--- src/rtl/io_port.sv ---
// Memory-mapped I/O slave at mem_a[17:16]==2'b11: TX/RX byte FIFOs toward the UART,
// a free-running cycle counter with a coherent read snapshot, and the program-stop drain.
module io_port #(
   parameter int TX_DEPTH_LOG2 = 4,
   parameter int RX_DEPTH_LOG2 = 4,
   parameter int FULL_MARGIN   = 2
) (
   input  logic        clk_in,
   input  logic        rst_in,
   input  logic        rdy_in,
   input  logic [31:0] cpu_mem_a,
   input  logic [7:0]  cpu_mem_dout,
   input  logic        cpu_mem_wr,
   output logic [7:0]  io_dout,
   output logic        io_rsp_sel,
   output logic        io_buffer_full,
   output logic [7:0]  tx_data,
   output logic        tx_valid,
   input  logic        tx_ready,
   input  logic [7:0]  rx_data,
   input  logic        rx_valid,
   output logic        program_finish,
   output logic        tx_overflow
);

   localparam int TX_DEPTH = 1 << TX_DEPTH_LOG2;
   localparam int RX_DEPTH = 1 << RX_DEPTH_LOG2;
   localparam int TX_CNT_W = TX_DEPTH_LOG2 + 1;
   localparam int RX_CNT_W = RX_DEPTH_LOG2 + 1;
   localparam logic [TX_CNT_W-1:0] FULL_LEVEL = TX_CNT_W'(TX_DEPTH - FULL_MARGIN);

   typedef enum logic [1:0] {RUN, DRAIN, DONE} state_t;

   state_t state;

   logic [7:0]          tx_mem [TX_DEPTH];
   logic [TX_CNT_W-1:0] tx_wr_ptr;
   logic [TX_CNT_W-1:0] tx_rd_ptr;
   logic [TX_CNT_W-1:0] tx_count;
   logic                tx_empty;
   logic                tx_full;
   logic                tx_push_req;
   logic                tx_push;
   logic                tx_pop;
   logic                tx_drop;
   logic [7:0]          tx_push_data;

   logic [7:0]          rx_mem [RX_DEPTH];
   logic [RX_CNT_W-1:0] rx_wr_ptr;
   logic [RX_CNT_W-1:0] rx_rd_ptr;
   logic                rx_empty;
   logic                rx_full;
   logic                rx_push;
   logic                rx_pop;
   logic [7:0]          rx_head;

   logic [31:0] cycle_count;
   logic [31:0] count_snap;

   logic        io_access;
   logic        wr_access;
   logic        rd_access;
   logic [2:0]  offset;
   logic        unused_addr;

   assign unused_addr = ^{cpu_mem_a[31:18], cpu_mem_a[15:3]};

   assign io_access = rdy_in && (cpu_mem_a[17:16] == 2'b11);
   assign wr_access = io_access && cpu_mem_wr;
   assign rd_access = io_access && !cpu_mem_wr;
   assign offset    = cpu_mem_a[2:0];

   // Pointers carry one extra bit so full (MSBs differ) and empty (equal) are distinct.
   assign tx_count = tx_wr_ptr - tx_rd_ptr;
   assign tx_empty = (tx_wr_ptr == tx_rd_ptr);
   assign tx_full  = (tx_wr_ptr == {~tx_rd_ptr[TX_CNT_W-1], tx_rd_ptr[TX_CNT_W-2:0]});
   assign rx_empty = (rx_wr_ptr == rx_rd_ptr);
   assign rx_full  = (rx_wr_ptr == {~rx_rd_ptr[RX_CNT_W-1], rx_rd_ptr[RX_CNT_W-2:0]});
   assign rx_head  = rx_mem[rx_rd_ptr[RX_DEPTH_LOG2-1:0]];

   assign tx_valid       = !tx_empty;
   assign tx_data        = tx_empty ? 8'h00 : tx_mem[tx_rd_ptr[TX_DEPTH_LOG2-1:0]];
   assign io_buffer_full = (tx_count >= FULL_LEVEL);

   // The stop write enqueues a 0x00 marker; a zero data byte at offset 0 is not output.
   assign tx_push_req  = wr_access && (state == RUN) &&
                         (((offset == 3'd0) && (cpu_mem_dout != 8'h00)) || (offset == 3'd4));
   assign tx_push_data = (offset == 3'd4) ? 8'h00 : cpu_mem_dout;
   assign tx_pop       = !tx_empty && tx_ready;
   assign tx_push      = tx_push_req && (!tx_full || tx_pop);
   assign tx_drop      = tx_push_req && tx_full && !tx_pop;

   assign rx_pop  = rd_access && (offset == 3'd0) && !rx_empty;
   assign rx_push = rx_valid && (!rx_full || rx_pop);

   always_ff @(posedge clk_in) begin
      if (tx_push) begin
         tx_mem[tx_wr_ptr[TX_DEPTH_LOG2-1:0]] <= tx_push_data;
      end
      if (rx_push) begin
         rx_mem[rx_wr_ptr[RX_DEPTH_LOG2-1:0]] <= rx_data;
      end
   end

   always_ff @(posedge clk_in) begin
      if (!rst_in) begin
         tx_wr_ptr   <= '0;
         tx_rd_ptr   <= '0;
         rx_wr_ptr   <= '0;
         rx_rd_ptr   <= '0;
         tx_overflow <= 1'b0;
         cycle_count <= 32'd0;
      end else begin
         if (tx_push) tx_wr_ptr <= tx_wr_ptr + TX_CNT_W'(1);
         if (tx_pop)  tx_rd_ptr <= tx_rd_ptr + TX_CNT_W'(1);
         if (rx_push) rx_wr_ptr <= rx_wr_ptr + RX_CNT_W'(1);
         if (rx_pop)  rx_rd_ptr <= rx_rd_ptr + RX_CNT_W'(1);
         if (tx_drop) tx_overflow <= 1'b1;
         cycle_count <= cycle_count + 32'd1;
      end
   end

   // Offset 4 latches the whole counter so the following 5..7 reads form one coherent value.
   always_ff @(posedge clk_in) begin
      if (!rst_in) begin
         io_dout    <= 8'h00;
         io_rsp_sel <= 1'b0;
         count_snap <= 32'd0;
      end else begin
         io_rsp_sel <= rd_access;
         io_dout    <= 8'h00;
         if (rd_access) begin
            case (offset)
               3'd0: io_dout <= rx_empty ? 8'h00 : rx_head;
               3'd4: begin
                  io_dout    <= cycle_count[7:0];
                  count_snap <= cycle_count;
               end
               3'd5: io_dout <= count_snap[15:8];
               3'd6: io_dout <= count_snap[23:16];
               3'd7: io_dout <= count_snap[31:24];
               default: io_dout <= 8'h00;
            endcase
         end
      end
   end

   always_ff @(posedge clk_in) begin
      if (!rst_in) begin
         state          <= RUN;
         program_finish <= 1'b0;
      end else begin
         case (state)
            RUN: begin
               if (wr_access && (offset == 3'd4)) state <= DRAIN;
            end
            DRAIN: begin
               if (tx_empty) begin
                  state          <= DONE;
                  program_finish <= 1'b1;
               end
            end
            DONE: begin
               program_finish <= 1'b1;
            end
            default: state <= RUN;
         endcase
      end
   end

endmodule

--- config.mk ---
export PLATFORM = sky130hd
export DESIGN_NAME = io_port
export DESIGN_NICKNAME = d
export VERILOG_FILES = /design/src/rtl/io_port.sv
export SDC_FILE = /design/constraint.sdc
export NUM_CORES = 1
export LEC_CHECK = 0
export ABC_AREA = 1
export BUFFER_PORTS_ARGS = -buffer_cell sky130_fd_sc_hd__clkbuf_2
export CAP_MARGIN = 0
export CORE_MARGIN = 2
export CORE_UTILIZATION = 44
export DETAILED_ROUTE_END_ITERATION = 6
export HOLD_SLACK_MARGIN = 0.08
export PLACE_DENSITY = 0.65
export SYNTH_ARGS = -nofsm -noshare
export SYNTH_HDL_FRONTEND = slang
export SYNTH_SLANG_ARGS = --single-unit
--- constraint.sdc ---
create_clock -name clk_in -period 3.45 [get_ports clk_in]
set_input_delay 0.345 -clock clk_in [delete_from_list [all_inputs] [get_ports clk_in]]
set_output_delay 0.345 -clock clk_in [all_outputs]
set_load 0.02 [all_outputs]
Word level (Yosys, flattened, before mapping)
Memories as Yosys holds them, arrays and structs flattened. A register that Yosys moved wholly into a read port is not among the register bits.
Index checks and enable logic that the tools add are counted.
{ "op_classes": {"muxes": 17, "reduce_logical": 31, "order_cmp": 1, "add_sub_neg": 6, "eq_ne": 13, "n_bitwise": 3} }
{ "op_table": {"columns": ["cell", "count"], "rows": [
  ["8-bit one-hot mux with 5 select lines", 1],
  ["32-bit by 1-bit adder with 32-bit output, second input constant", 1],
  ["8-bit two-way mux", 3],
  ["5-bit by 1-bit adder with 5-bit output, second input constant", 4],
  ["5-bit equality test", 4],
  ["4-bit two-way mux", 4],
  ["1-bit logical AND", 14],
  ["3-bit equality test, second input constant", 4],
  ["8-bit nonzero test", 1],
  ["1-bit zero test", 6],
  ["2-bit one-hot mux with 3 select lines", 1],
  ["2-bit AND reduction", 3],
  ["5-bit by 4-bit >= comparator with 1-bit output, second input constant", 1],
  ["1-bit two-way mux", 5],
  ["5-bit subtractor", 1],
  ["2-bit equality test, second input constant", 2],
  ["2-bit two-way mux", 2],
  ["3-bit zero test", 1],
  ["1-bit logical OR", 3],
  ["1-bit inverter", 3],
  ["3-bit AND reduction", 1],
  ["2-bit by 1-bit equality test with 1-bit output, second input constant", 1],
  ["2-bit zero test", 1],
  ["2-bit by 1-bit != test with 1-bit output, second input constant", 1],
  ["3 further kinds", 3]
]} }
{ "totals": {"memories": 2, "output_inout_bits": 21, "mem_bits_rw": 256, "elab_cells": 84, "ff_bits": 97} }
{ "mem_list": {"columns": ["name", "depth", "width", "read_ports", "rd_ports_with_merged_regs", "write_ports", "line", "rtl"], "rows": [
  ["rx_mem", 16, 8, 1, 1, 1, "48", "logic [7:0] rx_mem [RX_DEPTH];"],
  ["tx_mem", 16, 8, 1, 1, 1, "36", "logic [7:0] tx_mem [TX_DEPTH];"]
]} }

Depth between registers and ports, before layout
{ "logic_depth": {"depth_word": 9, "ltp_mapped": 10, "ltp_nobuf": 10} }

Worst setup path before layout
Ideal clock, no wire load.
{ "synth_timing": {"path_type": "flip-flop to output port", "start": "register tx_wr_ptr[0]", "end": "output io_buffer_full", "t_arrival_ps": 1744, "n_path_buf": 0, "slack_ps": 1361, "required_ps": 3105, "stages_incl_launch_ff": 11, "path_cell_list": "dfxtp_1 -> inv_1 -> ha_1 -> inv_1 -> fa_1 -> nand2_1 -> inv_1 -> o21a_1 -> nor2_1 -> xor2_1 -> o21ai_0"} }
{ "synth_between": {"elab_chain_cells": 2} }
{ "synth_rtl": {"columns": ["element", "line", "rtl"], "rows": [
  ["start, declared", "37", "logic [TX_CNT_W-1:0] tx_wr_ptr;"],
  ["start signal, assigned", "114", "if (tx_push) tx_wr_ptr <= tx_wr_ptr + TX_CNT_W'(1);"],
  ["5-bit subtractor", "74", "assign tx_count = tx_wr_ptr - tx_rd_ptr;"],
  ["5-bit by 4-bit >= comparator with 1-bit output", "83", "assign io_buffer_full = (tx_count >= FULL_LEVEL);"],
  ["end, declared", "16", "output logic io_buffer_full,"]
]} }
Every way passes these cells.

==> out/qor.yml <==
status: "finished clean"
num_rows: 68
powerDensity_nw_per_um2: 517
p_leak_nw: 6.58
slowest_delay_ps: 460
synth_warnings: 0
totalPowerFinal_mw: 8.96
pin_count: 75
clk_path_buf_depth: 3
first_iter_violations: 892
dp_worst_setup_slack_ps: 915
p_int_mw: 6.93
grt_overflow: 0
worst_slew_pin_slew_ps: 1030
synth_edf_count: 256
clk_latency_ps: 520
ys_types: 42
h-tree-depth: 2
cp_max_fo: 49
num_vias: 11000
antenna_found_initial: 1
track_usage_pct: 19.4
place.port_buffers: 47
cp-end-kind: "output pin"
wl_per_cell_um: 16.4
crit_slowest_cell: "inv_1"
clk_pin_slew_worst_paths_ps: 60
final_max_slew_viol_count: 0
finalCritPeriodShare_pct: 90.0
cpMostUsedCell: "a21oi_1"
die_h_um: 192
dr.pass1.iters: 5
netlist_area_um2: 15600
synth_ff_type: "edfxtp_1"
clock_skew_ps: 18.0
async_flop_share_pct: 0
finish.utilization_pct: 49.9
crit_type: "reg -> out"
finalHoldViolCount: 0
rsz0062_at_grt: "no"
grt_max_degree: 65
initial_core_util_pct: 44.9
post_cts_buffers: 0
drcViolationCount: 0
synthToLayoutAreaGrowth_pct: 11.3
combPwrFrac_pct: 7.2
syn-num-nets: 1697
die_area_um2: 36900
drive_above_1_share_pct: 10.2
peakVddDrop_mv: 0.295
clock_power_share_pct: 41.4
ys_ff_latch: 353
critPathArrivalTime_ps: 2760
fin_hold_ws_ps: 199
final_nets: 1738
cts_buffers: 37
swShare_pct: 22.7
grt_pass1_wl_mm: 55.6
post-route-min-period_ps: 3100
final-setup-viol-count: 0
wirelength_mm: 35.2
fmax_mhz: 322
cts_resized: 0
reg2reg_from: "tx_wr_ptr[2]$_SDFFE_PN0P_"
cts.sinks: 353
seq_area_frac_synth_pct: 61.8
core_area_um2: 34700
finalSetupTns_ps: 0
diodes: 0
syn_avg_cell_area_um2: 9.58
cts_hold_buf: 0
place_hpwl_mm: 23.1
path_cells: "buf_4, inv_1, nand3_1, nand2_1, a21oi_1, o31ai_1, a21oi_1, clkbuf_2"
critPathLaunchType: "flop"
viasPerCell: 5.11
synth_cells: 1627
crit_required_ps: 3110
p_sw_mw: 2.03
relSlewSlack_pct: 31.0
worst_slack_ps: 346
globalplace.congestion: 0.895
ant_nets: 0
drv_cap: 0
hold_path.class: "in -> reg"
cts_tree: "done"
fp.dieW_um: 192
holdCritStartpoint: "rx_valid"
sequentialPowerShare_pct: 51.4
cts-root-buf: "clkbuf_16"
grt_pass1_vias: 10500
[cell usage after synthesis, types with 6 or more instances]
cell type | count | share of area [%]
a21oi_1 | 110 | 3.5
buf_2 | 26 | 0.84
clkbuf_1 | 25 | 0.60
dfxtp_1 | 97 | 12
edfxtp_1 | 256 | 49
ha_1 | 15 | 1.2
inv_1 | 180 | 4.3
inv_2 | 10 | 0.24
nand2_1 | 401 | 9.7
nand2_2 | 6 | 0.24
nand2_4 | 12 | 0.87
nand3_1 | 165 | 5.3
nor2_1 | 146 | 3.5
nor2_2 | 12 | 0.48
nor3_1 | 11 | 0.35
o21ai_0 | 54 | 1.7
o22ai_1 | 12 | 0.48
o31ai_1 | 16 | 0.77
xnor2_1 | 8 | 0.45
xor2_1 | 13 | 0.73
[through the flow]
stage,cell area [um2],cells
after floorplan,15600,1627
after global placement,16200,2084
after detailed placement,16200,2084
after CTS,17300,2148
after global routing,17300,2148
final,17300,2148
[cells by family (layout without fill, tap and decap cells)]
kind of cell	after synthesis	in the layout	synth area share (%)
xor+xnor	22	22	1.29
fa+ha+maj	16	16	1.33
compound gates	202	202	6.92
flops	353	353	61.8
buf+inv	255	321	6.70
simple gates	779	779	22.0
[worst paths after layout]
kind	endpoint	slack, ps	cells past startpoint
worst max-delay path	tx_data[1]	350	8
worst min-delay path	rx_wr_ptr[3]$_SDFFE_PN0P_	200	3
worst max register to register	tx_mem[7][3]$_DFFE_PP_	960	8
worst min register to register	count_snap[12]$_SDFFE_PN0P_	450	2
[worst max-delay path, delay by kind of cell, from the launching register on]
kind                   cells  cell delay [ps]
buffers and inverters      3             1070
AO/OA/AOI/OAI              3              540
flip-flops                 1              310
AND/OR/NAND/NOR            2              310
[layer usage]
metal	vias up	share of wire, %	global-route usage, %
met1	5202	45	26.0
met5	-	0.037	0
met3	54	4.8	2.81
met4	2	2.3	5.78
met2	259	48	32.7
li1	5469	-	-
[final cells by class]
cell class	instances	area, um2
timing repair buffer	64	363
tap	455	569
sequential	353	9630
fill	3182	17400
clock buffer	56	1050
multi-input combinational	1019	4910
clock inverter	8	75.1
inverter	193	742
[power by group through the flow]
stage / clock (mW) / combinational, mW / sequential, mW
3_3_place_gp: 0 / 0.639 / 4.69
6_report: 3.71 / 0.645 / 4.60
4_1_cts: 3.78 / 0.650 / 4.60
3_5_place_dp: 0 / 0.647 / 4.69
5_1_grt: 3.93 / 0.717 / 4.61
2_1_floorplan: 0 / 0.426 / 4.69
[cell usage in the layout (no fill, tap or decap), types with 14 or more instances in the layout]
cell	n
nor2_1	146
edfxtp_1	256
nand3_1	165
clkbuf_2	47
clkbuf_16	37
o21ai_0	54
o31ai_1	16
nand2_1	401
dfxtp_1	95
buf_4	17
clkbuf_1	14
ha_1	15
inv_1	180
a21oi_1	110
[sequential cells by signal (all words and copies together), names as in the netlist, 8 cells and up, named ones only]
name and cells:
count_snap 24, cycle_count 32, io_dout 8, rx_mem 128, tx_mem 128
Note: power is estimated with default switching activity, not from simulation.
